[config.mk]
export PLATFORM = sky130hd
export DESIGN_NAME = uart_tx_arbiter
export DESIGN_NICKNAME = d
export VERILOG_FILES = /design/src/rtl/uart_wb_pkg.sv /design/src/rtl/uart_rr_pick.sv /design/src/rtl/uart_tx_arbiter.sv
export SDC_FILE = /design/constraint.sdc
export NUM_CORES = 1
export LEC_CHECK = 0
export ABC_AREA = 0
export CORE_MARGIN = 3
export CORE_UTILIZATION = 47
export CTS_CLUSTER_SIZE = 14
export DETAILED_ROUTE_END_ITERATION = 12
export PLACE_DENSITY = 0.95
export SYNTH_ARGS = -nofsm -noshare
export SYNTH_HDL_FRONTEND = slang
export SYNTH_SLANG_ARGS = --single-unit
[constraint.sdc]
create_clock -name clk -period 6 [get_ports clk]
set_input_delay 1.2 -clock clk [delete_from_list [all_inputs] [get_ports clk]]
set_output_delay 1.2 -clock clk [all_outputs]
set_load 0.01 [all_outputs]
[src/rtl/uart_wb_pkg.sv]
// rtl/uart_wb_pkg.sv - shared UART/Wishbone constants and arbiter state type
package uart_wb_pkg;

    localparam int         UART_FIFO_COUNTER_W = 5;
    localparam logic [7:0] UART_ARB_EOL        = 8'h0A;
    localparam int         UART_ARB_TIMEOUT    = 1024;

    typedef enum logic {
        IDLE   = 1'b0,
        LOCKED = 1'b1
    } arb_state_e;

endpackage

[src/rtl/uart_rr_pick.sv]
// rtl/uart_rr_pick.sv - first set request at or after a pointer, wrapping
module uart_rr_pick #(
    parameter int N  = 4,
    parameter int IW = 2
) (
    input  logic [N-1:0]  req_i,
    input  logic [IW-1:0] ptr_i,
    output logic [IW-1:0] idx_o,
    output logic          found_o
);

    logic [IW:0] sum;

    // Scan from the farthest candidate down so the nearest one at/after ptr_i wins.
    always_comb begin
        idx_o   = '0;
        found_o = 1'b0;
        sum     = '0;
        for (int k = N - 1; k >= 0; k--) begin
            sum = {1'b0, ptr_i} + (IW + 1)'(k);
            if (sum >= (IW + 1)'(N)) begin
                sum = sum - (IW + 1)'(N);
            end
            if (req_i[sum[IW-1:0]]) begin
                idx_o   = sum[IW-1:0];
                found_o = 1'b1;
            end
        end
    end

endmodule

[src/rtl/uart_tx_arbiter.sv]
// rtl/uart_tx_arbiter.sv - line-granular round-robin arbiter feeding the UART TX FIFO
module uart_tx_arbiter
    import uart_wb_pkg::*;
#(
    parameter int         NREQ       = 4,
    parameter int         FIFO_DEPTH = 16,
    parameter int         CNT_W      = UART_FIFO_COUNTER_W,
    parameter logic [7:0] EOL_CHAR   = UART_ARB_EOL,
    parameter int         TIMEOUT    = UART_ARB_TIMEOUT
) (
    input  logic              clk,
    input  logic              wb_rst_i,
    input  logic [NREQ-1:0]   req_valid,
    input  logic [8*NREQ-1:0] req_data,
    output logic [NREQ-1:0]   req_ready,
    output logic [NREQ-1:0]   gnt,
    input  logic [CNT_W-1:0]  tf_count,
    input  logic              tx_reset,
    output logic              tf_push,
    output logic [7:0]        tf_data,
    output logic              busy
);

    localparam int IW = $clog2(NREQ);
    localparam int TW = $clog2(TIMEOUT);

    arb_state_e    state_q, state_d;
    logic [IW-1:0] owner_q, owner_d;
    logic [IW-1:0] rr_ptr_q, rr_ptr_d;
    logic [TW-1:0] idle_cnt_q, idle_cnt_d;
    logic          tf_push_q, tf_push_d;
    logic [7:0]    tf_data_q, tf_data_d;

    logic [IW-1:0] pick_idx;
    logic          pick_found;
    logic          locked;
    logic          space;
    logic          owner_valid;
    logic [7:0]    owner_byte;
    logic          accept;
    logic          timed_out;
    logic          line_done;
    logic [IW-1:0] ptr_after_owner;

    uart_rr_pick #(
        .N  (NREQ),
        .IW (IW)
    ) u_pick (
        .req_i   (req_valid),
        .ptr_i   (rr_ptr_q),
        .idx_o   (pick_idx),
        .found_o (pick_found)
    );

    // The byte pushed last cycle is not yet in tf_count, so it is added in.
    assign space = ({1'b0, tf_count} + {{CNT_W{1'b0}}, tf_push_q}) < (CNT_W + 1)'(FIFO_DEPTH);

    assign locked          = (state_q == LOCKED);
    assign owner_valid     = req_valid[owner_q];
    assign owner_byte      = req_data[{owner_q, 3'b000} +: 8];
    assign accept          = locked & ~tx_reset & space & owner_valid;
    assign timed_out       = locked & ~owner_valid & (idle_cnt_q == TW'(TIMEOUT - 1));
    assign line_done       = (accept & (owner_byte == EOL_CHAR)) | timed_out;
    assign ptr_after_owner = (owner_q == IW'(NREQ - 1)) ? '0 : owner_q + IW'(1);

    // State register.
    always_ff @(posedge clk or posedge wb_rst_i) begin
        if (wb_rst_i) begin
            state_q <= IDLE;
        end else begin
            state_q <= state_d;
        end
    end

    // Next state: flush beats everything, otherwise lock on a request and unlock at line end.
    always_comb begin
        state_d = state_q;
        case (state_q)
            IDLE:    if (pick_found && !tx_reset) state_d = LOCKED;
            LOCKED:  if (tx_reset || line_done)   state_d = IDLE;
            default: state_d = IDLE;
        endcase
    end

    // Outputs: only the owner may see ready, and never during a flush.
    always_comb begin
        gnt       = locked ? (NREQ'(1) << owner_q) : '0;
        req_ready = (locked && space && !tx_reset) ? (NREQ'(1) << owner_q) : '0;
        busy      = locked | tf_push_q;
    end

    // Datapath next values: owner capture, fairness pointer, idle timer, push register.
    always_comb begin
        owner_d    = owner_q;
        rr_ptr_d   = rr_ptr_q;
        idle_cnt_d = idle_cnt_q;
        tf_push_d  = accept;
        tf_data_d  = tf_data_q;
        if (accept) begin
            tf_data_d = owner_byte;
        end
        if (!locked && pick_found && !tx_reset) begin
            owner_d    = pick_idx;
            idle_cnt_d = '0;
        end
        if (locked) begin
            if (tx_reset || line_done) begin
                rr_ptr_d   = ptr_after_owner;
                idle_cnt_d = '0;
            end else if (accept) begin
                idle_cnt_d = '0;
            end else if (!owner_valid) begin
                idle_cnt_d = idle_cnt_q + TW'(1);
            end
        end
    end

    // Datapath registers.
    always_ff @(posedge clk or posedge wb_rst_i) begin
        if (wb_rst_i) begin
            owner_q    <= '0;
            rr_ptr_q   <= '0;
            idle_cnt_q <= '0;
            tf_push_q  <= 1'b0;
            tf_data_q  <= '0;
        end else begin
            owner_q    <= owner_d;
            rr_ptr_q   <= rr_ptr_d;
            idle_cnt_q <= idle_cnt_d;
            tf_push_q  <= tf_push_d;
            tf_data_q  <= tf_data_d;
        end
    end

    assign tf_push = tf_push_q;
    assign tf_data = tf_data_q;

endmodule

==> results of run 1 <==
state kept, by name, indices dropped and copies added (netlist names):
signal      flops
locked          1
tf_push         1
owner_q         2
rr_ptr_q        2
tf_data         8
idle_cnt_q     10
critical path, cell delays in order:
cell and delay (ns):
sky130_fd_sc_hd__clkdlybuf4s50_1 0.52, sky130_fd_sc_hd__nor3b_1 0.30, sky130_fd_sc_hd__o21a_1 0.24, sky130_fd_sc_hd__and2_1 0.17, sky130_fd_sc_hd__clkdlybuf4s50_1 0.55
power groups by stage:
stage | clock, mW | sequential, mW | combinational (mW)
3_3_place_gp | 0 | 0.261 | 0.313
5_1_grt | 0.132 | 0.273 | 0.352
6_report | 0.121 | 0.262 | 0.325
3_5_place_dp | 0 | 0.265 | 0.323
2_1_floorplan | 0 | 0.249 | 0.195
4_1_cts | 0.123 | 0.263 | 0.326
final cells by class:
type	count	area, um2
Fill cell	231	855.8
Sequential cell	24	600.6
Multi-Input combinational cell	118	944.7
Tap cell	44	55.05
Clock inverter	1	30.03
Clock buffer	3	22.52
Inverter	7	26.28
Timing Repair Buffer	62	618.1
metrics by stage:
stage	power, mW	utilization [%]	hold slack [ns]
2_1_floorplan	0.4446	-	0.4846
3_3_place_gp	0.5742	71.19	0.4877
3_5_place_dp	0.5882	71.19	0.4945
4_1_cts	0.7125	72.86	0.5248
5_1_grt	0.7569	72.86	0.5573
6_report	0.7078	72.86	0.5232
cells in the final DEF, fill, tap and decap left out, types with 4 or more instances in the layout:
cell	count
sky130_fd_sc_hd__nand3_1	4
sky130_fd_sc_hd__clkdlybuf4s50_1	61
sky130_fd_sc_hd__o21ai_0	17
sky130_fd_sc_hd__ha_1	5
sky130_fd_sc_hd__and2_1	10
sky130_fd_sc_hd__mux2_2	9
sky130_fd_sc_hd__dfrtp_1	24
sky130_fd_sc_hd__mux4_2	5
sky130_fd_sc_hd__nor2_1	6
sky130_fd_sc_hd__a21oi_1	11
sky130_fd_sc_hd__inv_1	7
sky130_fd_sc_hd__nor3b_1	5
sky130_fd_sc_hd__nand2_1	10
sky130_fd_sc_hd__mux4_1	4
cells in the mapped netlist (3+ instances only):
cell,n
sky130_fd_sc_hd__a21oi_1,11
sky130_fd_sc_hd__and2_1,10
sky130_fd_sc_hd__dfrtp_1,24
sky130_fd_sc_hd__ha_1,5
sky130_fd_sc_hd__inv_1,7
sky130_fd_sc_hd__mux2_2,9
sky130_fd_sc_hd__mux4_1,4
sky130_fd_sc_hd__mux4_2,5
sky130_fd_sc_hd__nand2_1,10
sky130_fd_sc_hd__nand3_1,4
sky130_fd_sc_hd__nor2_1,6
sky130_fd_sc_hd__nor3_1,3
sky130_fd_sc_hd__nor3b_1,5
sky130_fd_sc_hd__o21ai_0,17
layer usage:
metal	share of wire (%)	global-route usage [%]
met1	40	27.17
met2	51	41.75
met3	7.3	6.239
met4	1.6	8.971
met5	0	0
cell families (layout without fill, tap and decap cells):
logic type               Yosys count  after routing  share of synthesized area, %
AND/OR/NAND/NOR                   52             52                         18.61
AO/OA/AOI/OAI                     39             39                         13.86
flip-flops                        24             24                         37.38
multiplexers                      21             21                         21.88
buffers and inverters             12             73                         3.816
adder cells (fa/ha/maj)            5              5                         3.894
XOR/XNOR                           1              1                        0.5453
final timing paths:
check	from	to	slack, ns	depth (start not counted)
worst max register to register	owner_q[0]$_DFFE_PP0P_	rr_ptr_q[1]$_DFFE_PP0P_	3.25	5
worst min register to register	tf_data[5]$_DFFE_PP0P_	tf_data[5]$_DFFE_PP0P_	0.52	1
min in group asynchronous	wb_rst_i	idle_cnt_q[4]$_DFF_PP0_	1.34	2
max in group asynchronous	wb_rst_i	tf_push$_DFF_PP0_	4.11	2
worst max-delay path	tx_reset	req_ready[2]	1.82	5
worst min-delay path	tf_data[5]$_DFFE_PP0P_	tf_data[5]$_DFFE_PP0P_	0.52	1
==> flow_summary.html, run 1 <==
<table>
<tr><th>Metric</th><th>Value</th></tr>
<tr><th colspan="2">Run status</th></tr>
<tr><td>Result of the run</td><td>finished clean</td></tr>
<tr><th colspan="2">Placed design</th></tr>
<tr><td>Count of port buffers added during placement</td><td>61</td></tr>
<tr><td>Cell Count Post-Placement</td><td>255</td></tr>
<tr><td>Post-place instance area</td><td>2245 um2</td></tr>
<tr><td>Pre-CTS setup slack</td><td>1.850 ns</td></tr>
<tr><td>Detailed-placement wirelength estimate</td><td>3361 um</td></tr>
<tr><td>Gp weighted congestion</td><td>0.8323</td></tr>
<tr><th colspan="2">Global routing</th></tr>
<tr><td>Antenna violations before repair</td><td>0</td></tr>
<tr><td>Total Routing Usage GR</td><td>23.60%</td></tr>
<tr><td>Vias in the first global route</td><td>1,596</td></tr>
<tr><td>Total global routing overflow</td><td>0</td></tr>
<tr><td>First-pass GRT wire length</td><td>7472 um</td></tr>
<tr><td>Largest net degree at the start of global routing</td><td>25</td></tr>
<tr><th colspan="2">Timing</th></tr>
<tr><td>Summed negative setup slack over all endpoints</td><td>0 ns</td></tr>
<tr><td>Skew final</td><td>0.01054 ns</td></tr>
<tr><td>Setup repair after global routing missed its margin</td><td>no</td></tr>
<tr><td>Count of final setup violators</td><td>0</td></tr>
<tr><td>Worst Max-Slew Pin Slew</td><td>0.9006 ns</td></tr>
<tr><td>Period utilization</td><td>69.63%</td></tr>
<tr><td>Final hold violations</td><td>0</td></tr>
<tr><td>Rel. slew slack</td><td>39.90%</td></tr>
<tr><td>Shortest period the worst path allows</td><td>4.178 ns</td></tr>
<tr><td>Pins Over Slew Limit</td><td>0</td></tr>
<tr><td>Max Clock Freq</td><td>0.2393 GHz</td></tr>
<tr><td>Post-route worst setup slack</td><td>1.822 ns</td></tr>
<tr><th colspan="2">Synth</th></tr>
<tr><td>Count of different cell masters after synthesis</td><td>38</td></tr>
<tr><td>Cell types occupying the most area after synthesis</td><td>sky130_fd_sc_hd__dfrtp_1 37%, sky130_fd_sc_hd__mux4_2 7.0%, sky130_fd_sc_hd__mux4_1 6.5%, sky130_fd_sc_hd__mux2_2 6.3%, sky130_fd_sc_hd__o21ai_0 5.3%</td></tr>
<tr><td>Mapped Cells</td><td>154</td></tr>
<tr><td>Total nets after synthesis</td><td>203</td></tr>
<tr><td>Proportion of synthesized chip area in sequential cells</td><td>37.38%</td></tr>
<tr><td>Synthesized area divided by synthesized cell count</td><td>10.43 um2</td></tr>
<tr><td>Ys Warns</td><td>0</td></tr>
<tr><td>Post-synthesis register bit count</td><td>24</td></tr>
<tr><td>Area fraction of the dominant cell type after synthesis</td><td>37.38%</td></tr>
<tr><td>Main flop type after synthesis</td><td>sky130_fd_sc_hd__dfrtp_1</td></tr>
<tr><td>Share of flip-flops with an asynchronous set or reset after synthesis</td><td>100.0%</td></tr>
<tr><td>Count of flip-flops with a built-in enable after synthesis</td><td>0</td></tr>
<tr><td>Cell type contributing the most total cell area after synthesis</td><td>sky130_fd_sc_hd__dfrtp_1</td></tr>
<tr><td>Netlist area before placement</td><td>1607 um2</td></tr>
<tr><th colspan="2">Finish</th></tr>
<tr><td>P&amp;R area growth vs syn</td><td>42.99%</td></tr>
<tr><td>Number of diodes</td><td>0</td></tr>
<tr><td>Fin area</td><td>2297 um2</td></tr>
<tr><td>Ratio of cells with drive above 1 in the final layout</td><td>10.23%</td></tr>
<tr><td>Filler-free cell count of the finished design</td><td>259</td></tr>
<tr><td>Number of nets in the layout</td><td>265</td></tr>
<tr><th colspan="2">Routing</th></tr>
<tr><td>Number of DRC markers in iteration 0</td><td>131</td></tr>
<tr><td>Final WL</td><td>4253 um</td></tr>
<tr><td>Avg Vias per Cell</td><td>5.672</td></tr>
<tr><td>Drt wl/cell</td><td>16.42 um</td></tr>
<tr><td>Number of DRC violations after detailed routing</td><td>0</td></tr>
<tr><td>Remaining number of nets flagged by the antenna check after routing</td><td>0</td></tr>
<tr><td>Detailed-router iteration count before antenna repair</td><td>4</td></tr>
<tr><td>Routed via count</td><td>1,469</td></tr>
<tr><th colspan="2">Floorplan</th></tr>
<tr><td>Row count</td><td>20</td></tr>
<tr><td>Chip width</td><td>64.47 um</td></tr>
<tr><td>Chip height</td><td>64.47 um</td></tr>
<tr><td>Number of top-level pins</td><td>62</td></tr>
<tr><td>Total core area</td><td>3153 um2</td></tr>
<tr><td>Effective utilization at floorplan</td><td>50.95%</td></tr>
<tr><td>Full die area</td><td>4156 um2</td></tr>
<tr><th colspan="2">Pwr</th></tr>
<tr><td>Comb pwr share</td><td>45.9%</td></tr>
<tr><td>Max IR drop VDD</td><td>0.1606 mV</td></tr>
<tr><td>Switching power share of the total</td><td>34.24%</td></tr>
<tr><td>Internal cell power</td><td>465.5 uW</td></tr>
<tr><td>Net switching component of the power</td><td>242.3 uW</td></tr>
<tr><td>P per Cell Area</td><td>308.1 nW/um2</td></tr>
<tr><td>Sequential share of power</td><td>37.1%</td></tr>
<tr><td>Leakage</td><td>0.9219 nW</td></tr>
<tr><td>Power share of the clock group</td><td>17.0%</td></tr>
<tr><th colspan="2">Setup path</th></tr>
<tr><td>Data required time at the worst endpoint</td><td>4.80 ns</td></tr>
<tr><td>Element type at the critical path start</td><td>primary input</td></tr>
<tr><td>Endpoint class of the critical path</td><td>primary output</td></tr>
<tr><td>Critical path class</td><td>primary input to primary output</td></tr>
<tr><td>Crit path DAT</td><td>2.98 ns</td></tr>
<tr><td>Peak fanout along the critical path</td><td>7</td></tr>
<tr><th colspan="2">Clock tree</th></tr>
<tr><td>Clock tree sinks</td><td>24</td></tr>
<tr><td>Post-CTS Setup Bufs</td><td>0</td></tr>
<tr><td>Number of gates given a new drive strength after cts</td><td>0</td></tr>
<tr><td>Maximum number of buffers from clock root to sink</td><td>2</td></tr>
<tr><td>TritonCTS clock tree</td><td>done</td></tr>
<tr><td>Number of buffers added by the clock tree synthesis step</td><td>3</td></tr>
<tr><td>Source-to-sink clock delay at the later pin of the worst-skew pair</td><td>0.33 ns</td></tr>
<tr><td>Number of buffers inserted for hold repair after clock tree synthesis</td><td>0</td></tr>
<tr><td>CTS clock-pin slew for the worst setup and hold paths</td><td>0.13 ns</td></tr>
<tr><td>Total number of H-tree levels</td><td>1</td></tr>
<tr><td>CTS Root Buffer Type</td><td>sky130_fd_sc_hd__clkbuf_4</td></tr>
<tr><th colspan="2">Run</th></tr>
<tr><td>Maximum capacitance violations</td><td>0</td></tr>
<tr><th colspan="2">Hold path</th></tr>
<tr><td>Worst min-delay path category</td><td>flop to flop</td></tr>
</table>
No activity file was read; power rests on OpenSTA's default activity.
==> run 2, diff against run 1 <==
- CORE_UTILIZATION: 47 -> 44
- PLACE_DENSITY: 0.95 -> 0.9
- clock period: 6 -> 4.33 ns (I/O delays scaled with it)
==> run 2 against run 1 <==
Effect of this change:
- clock power up 5%
- via count down 0.34%
- sequential cell count did not move
- highest routed layer unchanged
- wire length is 0.71% lower
- die area increased by 6.2%
==> flow_summary.html, run 2 (synthesis gave the netlist of run 1 again) <==
<table>
<tr><th>Metric</th><th>Value</th></tr>
<tr><th colspan="2">Timing</th></tr>
<tr><td>Worst Max-Slew Pin Slew</td><td>0.9176 ns (+0.01704 ns)</td></tr>
<tr><td>Count of final setup violators</td><td>0 (unchanged)</td></tr>
<tr><td>Skew final</td><td>0.002635 ns (-0.007907 ns)</td></tr>
<tr><td>Pins Over Slew Limit</td><td>0 (unchanged)</td></tr>
<tr><td>Rel. slew slack</td><td>38.76% (-1.1 points)</td></tr>
<tr><td>Max Clock Freq</td><td>0.2775 GHz</td></tr>
<tr><td>Final hold violations</td><td>0 (unchanged)</td></tr>
<tr><td>Period utilization</td><td>83.24%</td></tr>
<tr><td>Summed negative setup slack over all endpoints</td><td>0 ns (unchanged)</td></tr>
<tr><td>Setup repair after global routing missed its margin</td><td>no</td></tr>
<tr><td>Shortest period the worst path allows</td><td>3.604 ns</td></tr>
<tr><th colspan="2">Finish</th></tr>
<tr><td>Post-layout utilization of the core</td><td>66.85% (-6.0 points)</td></tr>
<tr><td>Number of diodes</td><td>0 (unchanged)</td></tr>
<tr><td>P&amp;R area growth vs syn</td><td>42.13%</td></tr>
<tr><td>Ratio of cells with drive above 1 in the final layout</td><td>10.23% (unchanged)</td></tr>
<tr><td>Number of nets in the layout</td><td>265 (unchanged)</td></tr>
<tr><td>Number of flip-flops in the largest register</td><td>10 (unchanged)</td></tr>
<tr><td>Layout filler cell count</td><td>269 (+16%)</td></tr>
<tr><td>Top register by number of flip-flops</td><td>idle_cnt_q</td></tr>
<tr><td>Most frequent cells in the layout</td><td>61 x sky130_fd_sc_hd__clkdlybuf4s50_1, 24 x sky130_fd_sc_hd__dfrtp_1, 17 x sky130_fd_sc_hd__o21ai_0, 11 x sky130_fd_sc_hd__a21oi_1</td></tr>
<tr><td>Most common cell after layout, fill and taps aside</td><td>sky130_fd_sc_hd__clkdlybuf4s50_1</td></tr>
<tr><th colspan="2">Global routing</th></tr>
<tr><td>Total global routing overflow</td><td>0 (unchanged)</td></tr>
<tr><td>Vias in the first global route</td><td>1,582 (-0.88%)</td></tr>
<tr><td>Total Routing Usage GR</td><td>21.45% (-2.1 points)</td></tr>
<tr><td>First-pass GRT wire length</td><td>7189 um (-3.8%)</td></tr>
<tr><td>Antenna violations before repair</td><td>0 (unchanged)</td></tr>
<tr><td>Largest net degree at the start of global routing</td><td>25 (unchanged)</td></tr>
<tr><th colspan="2">Setup path</th></tr>
<tr><td>Element type at the critical path start</td><td>primary input</td></tr>
<tr><td>Endpoint class of the critical path</td><td>primary output</td></tr>
<tr><td>Crit path DAT</td><td>2.74 ns (-0.24 ns)</td></tr>
<tr><td>Worst setup slack for register-to-register paths</td><td>1.53 ns (-1.72 ns)</td></tr>
<tr><td>Peak fanout along the critical path</td><td>7 (unchanged)</td></tr>
<tr><td>Critical path class</td><td>primary input to primary output</td></tr>
<tr><td>Data required time at the worst endpoint</td><td>3.46 ns (-1.34 ns)</td></tr>
<tr><th colspan="2">Run</th></tr>
<tr><td>Maximum capacitance violations</td><td>0 (unchanged)</td></tr>
<tr><th colspan="2">Clock tree</th></tr>
<tr><td>Clock tree sinks</td><td>24 (unchanged)</td></tr>
<tr><td>Number of buffers added by the clock tree synthesis step</td><td>3 (unchanged)</td></tr>
<tr><td>Number of gates given a new drive strength after cts</td><td>0 (unchanged)</td></tr>
<tr><td>TritonCTS clock tree</td><td>done</td></tr>
<tr><td>Maximum number of buffers from clock root to sink</td><td>2 (unchanged)</td></tr>
<tr><td>Post-CTS Setup Bufs</td><td>0 (unchanged)</td></tr>
<tr><td>Total number of H-tree levels</td><td>1 (unchanged)</td></tr>
<tr><td>CTS clock-pin slew for the worst setup and hold paths</td><td>0.14 ns (about the same)</td></tr>
<tr><td>Number of buffers inserted for hold repair after clock tree synthesis</td><td>0 (unchanged)</td></tr>
<tr><td>CTS Root Buffer Type</td><td>sky130_fd_sc_hd__clkbuf_4</td></tr>
<tr><td>Source-to-sink clock delay at the later pin of the worst-skew pair</td><td>0.34 ns (about the same)</td></tr>
<tr><th colspan="2">Routing</th></tr>
<tr><td>Remaining number of nets flagged by the antenna check after routing</td><td>0 (unchanged)</td></tr>
<tr><td>Routed via count</td><td>1,464 (-0.34%)</td></tr>
<tr><td>Number of DRC violations after detailed routing</td><td>0 (unchanged)</td></tr>
<tr><td>Drt wl/cell</td><td>16.18 um (-1.5%)</td></tr>
<tr><td>Final WL</td><td>4223 um (-0.71%)</td></tr>
<tr><td>Avg Vias per Cell</td><td>5.609 (-1.1%)</td></tr>
<tr><td>Detailed-router iteration count before antenna repair</td><td>4 (unchanged)</td></tr>
<tr><td>Number of DRC markers in iteration 0</td><td>98 (-25%)</td></tr>
<tr><th colspan="2">Pwr</th></tr>
<tr><td>P per Cell Area</td><td>409.0 nW/um2 (+33%)</td></tr>
<tr><td>Max IR drop VDD</td><td>0.3020 mV (+88%)</td></tr>
<tr><td>Leakage</td><td>0.9150 nW (-0.75%)</td></tr>
<tr><th colspan="2">Floorplan</th></tr>
<tr><td>Total core area</td><td>3416 um2 (+8.3%)</td></tr>
<tr><td>Number of top-level pins</td><td>62 (unchanged)</td></tr>
<tr><td>Chip height</td><td>66.43 um (+3.0%)</td></tr>
<tr><td>Row count</td><td>21 (+5.0%)</td></tr>
<tr><td>Full die area</td><td>4412 um2 (+6.2%)</td></tr>
<tr><td>Chip width</td><td>66.43 um (+3.0%)</td></tr>
<tr><td>Effective utilization at floorplan</td><td>47.03% (-3.9 points)</td></tr>
<tr><th colspan="2">Placed design</th></tr>
<tr><td>Detailed-placement wirelength estimate</td><td>3250 um (-3.3%)</td></tr>
<tr><td>Count of port buffers added during placement</td><td>61 (unchanged)</td></tr>
<tr><td>Gp weighted congestion</td><td>0.8233 (-1.1%)</td></tr>
<tr><th colspan="2">Run status</th></tr>
<tr><td>Result of the run</td><td>finished clean</td></tr>
<tr><th colspan="2">Hold path</th></tr>
<tr><td>Worst min-delay path category</td><td>flop to flop</td></tr>
</table>
run 2: cell type report:
type	count	area [um2]	area share (%)
inverters	7	26.28	1.151
clock buffers	4	36.28	1.589
multi-input cells	118	944.7	41.37
flip-flops and latches	24	600.6	26.30
well taps	46	57.56	2.521
repair buffers	62	618.1	27.07
run 2: worst max-delay path, stage by stage:
cell and delay [ns]:
sky130_fd_sc_hd__clkdlybuf4s50_1 0.51, sky130_fd_sc_hd__nor3b_1 0.36, sky130_fd_sc_hd__o21a_1 0.28, sky130_fd_sc_hd__and2_1 0.18
sky130_fd_sc_hd__clkdlybuf4s50_1 0.54
run 2: through the flow:
| step | std cells | hold WS [ns] | setup WS, ns | power, mW | instance area [um2] |
|---|---|---|---|---|---|
| 4_1_cts | 261 | 0.5273 | 0.7555 | 0.9364 | 2283 |
| 3_3_place_gp | 257 | 0.4874 | 0.9263 | 0.7957 | 2247 |
| 3_5_place_dp | 257 | 0.4923 | 0.7681 | 0.8082 | 2247 |
| 6_report | 261 | 0.5232 | 0.7259 | 0.9338 | 2283 |
| 2_1_floorplan | 154 | 0.4846 | 1.742 | 0.6161 | 1607 |
| 5_1_grt | 261 | 0.5461 | 0.6487 | 0.9973 | 2283 |
run 2: worst paths after layout:
kind                                        startpoint                 endpoint  cells after the start
worst max-delay path                          tx_reset             req_ready[3]                      5
worst min-delay path            tf_data[3]$_DFFE_PP0P_   tf_data[3]$_DFFE_PP0P_                      1
worst max register to register  owner_q[1]$_DFFE_PP0P_  idle_cnt_q[2]$_DFF_PP0_                      5
worst min register to register  tf_data[3]$_DFFE_PP0P_   tf_data[3]$_DFFE_PP0P_                      1
max in group asynchronous                     wb_rst_i  idle_cnt_q[2]$_DFF_PP0_                      2
min in group asynchronous                     wb_rst_i   tf_data[0]$_DFFE_PP0P_                      2
run 2: where the power goes:
part	internal (mW)	switching [mW]	leakage, nW	total [mW]
combinational	0.266	0.176	0.585	0.442
clock	0.0516	0.0754	0.0210	0.127
sequential	0.284	0.0806	0.309	0.365
total	0.601	0.332	0.915	0.934
run 2: routing by layer:
metal / vias to the layer above / track usage [%] / wire length [um]
met3: 7 / 6.463 / 298
met2: 57 / 34.94 / 2052
li1: 696 / - / -
met4: 0 / 7.360 / 68
met1: 704 / 26.86 / 1803
met5: - / 0 / 0
